File: src/rtl/enable_sequencer.sv
// enable_sequencer: rate-divided enable pulse generator for the perf-test
// counter. Issues either a fixed-length burst of enables or a continuous
// stream under start/stop control, and reports progress and completion.
module enable_sequencer #(
  parameter int WIDTH     = 8,
  parameter int DIV_WIDTH = 8
) (
  input  logic                 i_clk,
  input  logic                 i_rst_n,
  input  logic                 i_start,
  input  logic                 i_stop,
  input  logic [WIDTH-1:0]     i_burst_len,
  input  logic [DIV_WIDTH-1:0] i_div,
  output logic                 o_enable,
  output logic                 o_busy,
  output logic                 o_done,
  output logic [WIDTH-1:0]     o_pulses_issued
);

  typedef enum logic [1:0] {
    IDLE = 2'd0,
    RUN  = 2'd1,
    DONE = 2'd2
  } state_t;

  localparam logic [WIDTH-1:0]     W_ONE = WIDTH'(1);
  localparam logic [DIV_WIDTH-1:0] D_ONE = DIV_WIDTH'(1);

  state_t               r_state;
  logic [DIV_WIDTH-1:0] r_pre;
  logic [DIV_WIDTH-1:0] r_div_q;
  logic [WIDTH-1:0]     r_burst_q;
  logic [WIDTH-1:0]     r_issued;

  // An enable fires on the last prescaler step of each div_q+1 cycle period.
  logic w_fire;
  logic w_last;

  // Decode the enable condition and the burst-complete condition from registers.
  always_comb begin
    w_fire = (r_state == RUN) && (r_pre == r_div_q);
    w_last = (r_burst_q != '0) && (r_issued == (r_burst_q - W_ONE));
  end

  // Sequencer FSM with prescaler, pulse counter and run-parameter latches.
  always_ff @(posedge i_clk or negedge i_rst_n) begin
    if (!i_rst_n) begin
      r_state   <= IDLE;
      r_pre     <= '0;
      r_div_q   <= '0;
      r_burst_q <= '0;
      r_issued  <= '0;
    end else begin
      case (r_state)
        IDLE: begin
          // stop takes precedence over a simultaneous start
          if (i_start && !i_stop) begin
            r_state   <= RUN;
            r_burst_q <= i_burst_len;
            r_div_q   <= i_div;
            r_pre     <= '0;
            r_issued  <= '0;
          end
        end
        RUN: begin
          // prescaler wraps on match; equal-width compare so max div is safe
          if (w_fire) begin
            r_pre    <= '0;
            r_issued <= r_issued + W_ONE;
          end else begin
            r_pre <= r_pre + D_ONE;
          end
          // stop aborts without done even if this was the final enable
          if (i_stop) begin
            r_state <= IDLE;
          end else if (w_fire && w_last) begin
            r_state <= DONE;
          end
        end
        DONE: begin
          // single-cycle completion marker; start/stop deliberately ignored
          r_state <= IDLE;
        end
        default: begin
          r_state <= IDLE;
        end
      endcase
    end
  end

  // Outputs are pure decodes of state registers, so reset clears them at once.
  always_comb begin
    o_enable        = w_fire;
    o_busy          = (r_state == RUN);
    o_done          = (r_state == DONE);
    o_pulses_issued = r_issued;
  end

endmodule

File: config.mk
export PLATFORM = sky130hd
export DESIGN_NAME = enable_sequencer
export DESIGN_NICKNAME = d
export VERILOG_FILES = /design/src/rtl/enable_sequencer.sv
export SDC_FILE = /design/constraint.sdc
export NUM_CORES = 1
export LEC_CHECK = 0
export CAP_MARGIN = 20
export CORE_MARGIN = 2
export CORE_UTILIZATION = 45
export CTS_CLUSTER_SIZE = 24
export DETAILED_ROUTE_END_ITERATION = 7
export GPL_ROUTABILITY_DRIVEN = 0
export PLACE_DENSITY = 0.66
export SLEW_MARGIN = 20
export SYNTH_ARGS = -nofsm -noshare
export SYNTH_HDL_FRONTEND = slang
export SYNTH_SLANG_ARGS = --single-unit
File: constraint.sdc
create_clock -name i_clk -period 2.1 [get_ports i_clk]
set_input_delay 0.525 -clock i_clk [delete_from_list [all_inputs] [get_ports i_clk]]
set_output_delay 0.525 -clock i_clk [all_outputs]
set_load 0.05 [all_outputs]
## Yosys cells after proc, flatten, opt, wreduce, memory -nomap -nowiden

Index checks and enable logic that the tools add are counted.

- Word-level logic and storage cells: 36
- Output and inout bits: 11
- Register bits: 34
- Input port bits: 20

- Reduce and logical (&&, ||, !) cells: 12
- Add/subtract/negate cells: 3
- Equal/unequal tests: 7
- Muxes and demuxes: 9

Operators with widths:

| operator | number |
|---|---|
| $pmux W8 S2 | 2 |
| $mux W8 | 3 |
| $add A8 B1 Y8 const B | 2 |
| $eq A8 B8 Y1 | 2 |
| $reduce_bool A8 Y1 | 1 |
| $sub A8 B1 Y8 const B | 1 |
| $mux W2 | 3 |
| $reduce_and A2 Y1 | 3 |
| $logic_and A1 B1 Y1 | 4 |
| $pmux W2 S2 | 1 |
| $ne A3 B2 Y1 const B | 1 |
| $reduce_and A3 Y1 | 1 |
| $eq A2 B1 Y1 const B | 1 |
| $eq A2 B2 Y1 const B | 1 |
| $logic_not A2 Y1 | 1 |
| $ne A2 B1 Y1 const B | 1 |
| $ne A2 B2 Y1 const B | 1 |
| $reduce_bool A2 Y1 | 1 |
| $logic_not A1 Y1 | 1 |

## Longest topological paths before layout

Gate-level depths: netlist of the first run.

- Depth in word-level cells: 7
- Mapped depth: 8
- Mapped depth without buffers: 8

## Least setup slack after synthesis of the first run

No wires, ideal clock.

- Path type: register to register
- From: register r_burst_q[2]
- To: register r_state[0]
- Arrival time: 1,630 ps
- Setup slack: 352 ps
- Period minus slack after synthesis: 1,748 ps
- Cell stages (with the launch flop): 8
- Data required time: 1,982 ps
- Path buffers: 1
- Library setup time: 118 ps
- Path through: dfrtp_1 -> buf_6 -> or4_1 -> nor2_2 -> xnor2_1 -> and3_4 -> o2111ai_2 -> a21o_1

- Word-level cells in the longest chain between the ends: 6
- Elaborated cells on any way between the ends: 7
- Those cells by class: add/sub: 1; eq/ne: 2; reduce/logical: 4

RTL lines:

| what | RTL line | source |
|---|---|---|
| start: declaration | 32 | `logic [WIDTH-1:0] r_burst_q;` |
| start signal: assignment | 59 | `r_burst_q <= i_burst_len;` |
| $sub A8 B1 Y8 | 42 | `w_last = (r_burst_q != '0) && (r_issued == (r_burst_q - W_ONE));` |
| $eq A8 B8 Y1 | 42 |  |
| $logic_and A1 B1 Y1 * | 42 |  |
| $logic_and A1 B1 Y1 * | 76 | `end else if (w_fire && w_last) begin` |
| $ne A3 B2 Y1 (no line) * | n/a |  |
| $reduce_and A2 Y1 (no line) * | n/a |  |
| end signal: assignment | 48 | `r_state <= IDLE;` |
| end signal: assignment | 75 | `r_state <= IDLE;` |
| end signal: assignment | 77 | `r_state <= DONE;` |
| end: declaration | 29 | `state_t r_state;` |

Every way passes the cells marked *; elsewhere a longest branch is shown, timed or not.
A chain may end at the register's enable or synchronous reset.

## Worst setup path in the final report of the first run

- From: register r_pre[4]
- To: output o_enable

- Word-level cells in the longest chain between the ends: 2

RTL lines:

| what | RTL line | source |
|---|---|---|
| start: declaration | 30 | `logic [DIV_WIDTH-1:0] r_pre;` |
| start signal: assignment | 71 | `r_pre <= r_pre + D_ONE;` |
| $eq A8 B8 Y1 | 41 | `w_fire = (r_state == RUN) && (r_pre == r_div_q);` |
| $logic_and A1 B1 Y1 | 41 |  |
| end: declaration | 14 | `output logic o_enable,` |

Every way passes these cells.

==> results_dict.tcl, run 1 <==
set metrics [dict create \
    status "finished, final reports clean" \
    synth_top_cell_by_area "dfrtp_1" \
    tightest_slew_ns 0.533 \
    synth_nets 198 \
    grt_pass1_wl_mm 6.81 \
    drt_iter0_markers 71 \
    io_pins 31 \
    post-route-period-util_pct 98.7 \
    clk_pin_slew_ns 0.08 \
    htreeDepth 2 \
    syn_avg_cell_area_um2 10.5 \
    crit_path_cell_trace "xnor2_2, nand4_1, nor3_2, buf_6, buf_12" \
    hold_class "flip-flop to flip-flop" \
    vias 1445 \
    netlist.area_leader.share_pct 46.6 \
    slowest_stage "dfrtp_2" \
    regToRegSetupSlack_ns 0.09 \
    critPathArrivalTime_ns 1.55 \
    clock_latency_ns 0.29 \
    die_x_um 67.7 \
    required_ns 1.57 \
    ys.warnings.count 0 \
    setup-tns-final_ns 0 \
    grt_max_degree 35 \
    ys_types 34 \
    core_area_um2 3940 \
    grt_overflow 0 \
    grt_pass1_vias 1422 \
    fin_util_pct 62.3 \
    track_usage_pct 20.2 \
    p_per_area_nw_per_um2 857 \
    leakagePower_uw 0.00106 \
    final_layout_size_suffix_gt1_share_pct 28.4 \
    drt-total-wl_mm 4.13 \
    irDropWorstVdd_v 0.000492 \
    finalHoldViolCount 0 \
    antenna_found_initial 0 \
    drt_pass1_iterations 4 \
    fin_cells 275 \
    relSlewSlack_pct 64.2 \
    port_buffers 30 \
    ys_ff_latch 34 \
    yosysSeqAreaShare_pct 46.6 \
    max_stage_delay_ns 0.46 \
    critical-path-top-delay-family "flip-flops" \
    endpoint_kind "primary output" \
    die_y_um 67.7 \
    rsz0062_at_grt "yes" \
    num_antenna_cells 0 \
    die_area_um2 4580 \
    viasPerCell 5.25 \
    synth_area_um2 1820 \
    root_buffer "clkbuf_8" \
    dp_slack_ns -0.0391 \
    ant_nets 0 \
    fin_skew_ns 0.0107 \
    drv_cap 0 \
    path_max_fanout 4 \
    hpwl_mm 2.85 \
    area_delta_synth_final_pct 34.6 \
    critPathBufInv 2 \
    max_freq_mhz 482 \
    postSynthCellCount 174 \
    startpoint_type "flip-flop" \
    cts_made_buffers 5 \
    layout_setup_ws_ns 0.0265 \
    critPathKind "flip-flop to primary output" \
    fin_nets 248 \
    setup-violations-final 0 \
    drv_slew 0 \
    rows 23 \
    drc 0 \
    cts_tree "yes" \
    routedWlPerCell_um 15.0 \
    start_util_pct 46.3 \
    clock_path_buffers 2 \
    cts.sinks 34 \
    synth_area_leaders "dfrtp_1 47%, mux2_2 8.6%, xnor2_1 8.2%" \
    period_needed_ns 2.07 \
    dp.cells 253 \
    power_uw 2100 \
]
==> worst reg2reg max path: stages (launching register included) <==
cell and delay [ns]:
dfrtp_2 0.46, xnor2_2 0.14, nand4_1 0.14, nor3_2 0.24, buf_6 0.15, buf_4 0.10
buf_4 0.16, and3_4 0.20, o2111ai_2 0.11, a21o_1 0.21
==> cells in the mapped netlist (all sizes together) <==
master    n
dfrtp    34
xnor2    17
nand2    15
mux2     14
nor2     14
o21ai    14
xor2     11
nand4     7
nor3      7
buf       5
and3      4
ha        4
inv       4
nand2b    4
nand3     4
a21oi     3
nor2b     2
a21o      1
a31oi     1
nand3b    1
nor4      1
nor4b     1
o2111ai   1
o21bai    1
o22ai     1
o31ai     1
o41ai     1
or4       1
==> flip-flops by register name, summed over array words and instances (netlist names) <==
name,cells
r_burst_q,8
r_pre,8
o_pulses_issued,8
r_state,2
r_div_q,8
==> cells by family after synthesis <==
group / Yosys count / synth area share, %
simple gates: 61 / 18.0
flops: 34 / 46.6
xor+xnor: 28 / 13.4
compound gates: 24 / 7.89
mux: 14 / 8.64
buf+inv: 9 / 2.67
fa+ha+maj: 4 / 2.74
==> repair_timing <==
item / 4_1_cts / 5_1_grt
gates resized for setup: 3 / 5
pin swaps: 1 / 4
endpoints found under the setup margin: 1 / 1
endpoints found under the hold margin: 0 / 0
hold buffers: 0 / 0
setup buffers: 3 / 11
==> metrics by stage <==
stage / hold WS, ns / instance area [um^2]
2_1_floorplan: 0.229 / 1820
3_3_place_gp: 0.518 / 2190
3_5_place_dp: 0.518 / 2190
4_1_cts: 0.533 / 2350
5_1_grt: 0.550 / 2450
6_report: 0.541 / 2450
==> power by group <==
| group | total, uW | internal, uW | switching [uW] |
|---|---|---|---|
| Combinational | 503 | 277 | 226 |
| Sequential | 871 | 752 | 119 |
| Clock | 728 | 476 | 253 |
==> placed cells by master (no fill, tap or decap), types with 4 or more instances in the layout <==
master           instances
nand2b_1                 4
clkbuf_8                 5
nor3_1                   6
xnor2_1                 15
nand4_1                  7
buf_4                   26
inv_1                    4
clkdlybuf4s50_1         19
o21ai_0                 13
xor2_1                  11
dfrtp_2                  5
dfrtp_1                 29
nand3_1                  4
nor2_1                  13
mux2_2                  14
nand2_1                 15
ha_1                     4
==> path summary, 6_finish.rpt <==
path | startpoint | endpoint | cells past startpoint
setup reg to reg | r_pre[4] | r_state[0] | 9
hold reg to reg | r_div_q[3] | r_div_q[3] | 1
hold / removal | r_div_q[3] | r_div_q[3] | 1
setup / recovery | r_pre[4] | o_enable | 5
max in group asynchronous | i_rst_n | r_pre[1] | 2
min in group asynchronous | i_rst_n | r_burst_q[7] | 2
==> per-layer routing <==
layer	vias up	global-route usage [%]	part of all wire, %
li1	702	-	-
met1	708	27.6	46
met2	29	32.1	49
met3	6	4.00	3.9
met4	0	6.63	1.3
met5	-	0	0
==> area by class of cell <==
type,count,area [um^2]
clock buffers,5,68.8
clock inverters,3,68.8
fillers,321,1490
inverters,4,15.0
multi-input cells,131,946
flip-flops and latches,34,857
well taps,50,62.6
repair buffers,48,437
Note: power is estimated with default switching activity, not from simulation.
==> inputs of run 2 (changes only) <==
- HOLD_SLACK_MARGIN: default -> 0.02
==> results of run 2 <==
Same layout as run 1: the final DEF is identical, and so are final timing and power.
==> inputs of run 3 (changes only) <==
- ABC_AREA: default -> 0
- CORE_ASPECT_RATIO: default -> 1.4
==> run 3 against run 2 <==
Compared with the run above: the run now ends with setup timing left; final area is 3.4% lower; non-clock buffer count down 5; sequential power about the same; fmax is 2.9% lower; critical endpoint unchanged.
==> results_dict.tcl, run 3 (same netlist as run 1, synthesis figures left out) <==
set metrics [dict create \
    layout_setup_ws_ns -0.0348 \
    leakagePower_uw 0.00104 \
    vias 1463 \
    layout_commonest_cell "dfrtp_1" \
    required_ns 1.57 \
    worstHoldPathCells 2 \
    viasPerCell 5.56 \
    num_antenna_cells 0 \
    reg2regPathDepth 8 \
    critical-path-top-delay-family "simple AND/OR/NAND/NOR gates" \
    slowest_stage "dfrtp_1" \
    fin_nets 243 \
    drv_cap 0 \
    relSlewSlack_pct 61.6 \
    drt_iter0_markers 55 \
    rows 27 \
    drc 0 \
    hold_class "flip-flop to flip-flop" \
    die_area_um2 4590 \
    max_stage_delay_ns 0.41 \
    critPathBufInv 2 \
    placed_area_um2 2200 \
    layout_common_cells "32 x dfrtp_1, 20 x buf_4, 19 x clkdlybuf4s50_1" \
    period_needed_ns 2.13 \
    grt_pass1_vias 1434 \
    startpoint_type "flip-flop" \
    irDropWorstVdd_v 0.000510 \
    status "complete, but fails checks" \
    grt_pass1_wl_mm 6.51 \
    met1_usage_pct 19.9 \
    grt_overflow 0 \
    rsz0062_at_grt "yes" \
    antenna_found_initial 0 \
    ant_nets 0 \
    critPathKind "flip-flop to primary output" \
    endpoint_kind "primary output" \
    die_y_um 79.3 \
    regToRegSetupSlack_ns 0.11 \
    cts_tree "yes" \
    routedWlPerCell_um 15.3 \
    drv_slew 0 \
    tightest_slew_ns 0.572 \
    combPwrFrac_pct 25.8 \
    clock_path_buffers 2 \
    max_freq_mhz 468 \
    crit_cells 5 \
    cts_made_buffers 5 \
    r2r-end "r_state[0]" \
    clkPwrFrac_pct 27.1 \
    cts.sinks 34 \
    p_per_area_nw_per_um2 777 \
    busiest_layer "met2" \
    setup-violations-final 1 \
    clock_latency_ns 0.30 \
    clk_pin_slew_ns 0.07 \
    htreeDepth 2 \
    area_delta_synth_final_pct 30.0 \
    hold_path_end "r_pre[7]" \
    drt-total-wl_mm 4.01 \
    fin_skew_ns 0.00960 \
    p_seq_share_pct 47.1 \
    post-route-period-util_pct 102 \
    setup-tns-final_ns -0.0348 \
    hpwl_mm 2.84 \
    fillers 324 \
    root_buffer "clkbuf_8" \
    die_x_um 57.8 \
    critPathArrivalTime_ns 1.61 \
    finalHoldViolCount 0 \
    hold_start "r_pre[7]" \
    path_max_fanout 2 \
    r2r-start "r_div_q[4]" \
    multi_input_area_um2 953 \
    start_util_pct 46.6 \
    io_pins 31 \
    dp_slack_ns 0.0399 \
    final_layout_size_suffix_gt1_share_pct 25.0 \
    seq_area_um2 853 \
    power_switching_uw 565 \
    grt_max_degree 35 \
    fin_cells 263 \
    holdWs_ns 0.532 \
    gr-usage-met3_pct 4.40 \
    grtUsageMet2_pct 34.1 \
    drt_pass1_iterations 4 \
    switching_share_pct 30.7 \
    crit_path_cell_trace "xnor2_2, nand4_1, nor3_2, buf_6, buf_12" \
    dp.cells 248 \
    failed_checks "setup timing" \
    core_area_um2 3920 \
    intPower_uw 1280 \
    fin_area_um2 2370 \
    track_usage_pct 19.2 \
    port_buffers 30 \
]
run 3: power groups by stage:
stage          logic, uW  clock network, uW  registers, uW
2_1_floorplan        321                  0            848
3_3_place_gp         431                  0            872
3_5_place_dp         444                  0            875
4_1_cts              451                512            864
5_1_grt              531                538            881
6_report             475                500            868
run 3: per-stage QoR:
| step | power, uW | util [%] |
|---|---|---|
| finish | 1840 | 60.5 |
| global route | 1950 | 60.5 |
| CTS | 1830 | 59.5 |
| detailed placement | 1320 | 56.0 |
| global placement | 1300 | 56.0 |
| floorplan | 1170 | - |
run 3: metal layers:
layer | vias to the layer above | share of wire [%]
met5 | - | 0
met1 | 701 | 38
li1 | 694 | -
met2 | 56 | 55
met3 | 12 | 4.6
met4 | 0 | 2.8
run 3: what timing repair did:
action / in CTS / in global routing
resized for setup: 3 / 4
setup buffers: 4 / 4
endpoints found under the setup margin: 1 / 6
hold buffers: 0 / 0
pin swaps: 2 / 3
run 3: worst max-delay path by stage:
stage / startpoint / end / slack [ns]
after global routing: r_div_q[4] / o_enable / -0.11
after floorplan: r_burst_q[2] / r_state[0] / 0.35
final: r_div_q[4] / o_enable / -0.03
after CTS: r_div_q[4] / o_enable / -0.04
after global placement: i_stop / r_pre[2] / 0.10
after detailed placement: i_stop / r_pre[5] / 0.04
run 3: tightest hold or removal path: cells and delay by family (launching register included):
family           cells  cell delay, ns
AND/OR/NAND/NOR      1            0.05
AO/OA/AOI/OAI        1            0.06
flip-flops           1            0.38
run 3: layout make-up:
cell class | count | area share [%]
well taps | 43 | 2.27
flip-flops and latches | 34 | 36.0
clock buffers | 7 | 3.64
multi-input cells | 131 | 40.2
clock inverters | 1 | 0.211
repair buffers | 43 | 17.0
inverters | 4 | 0.633
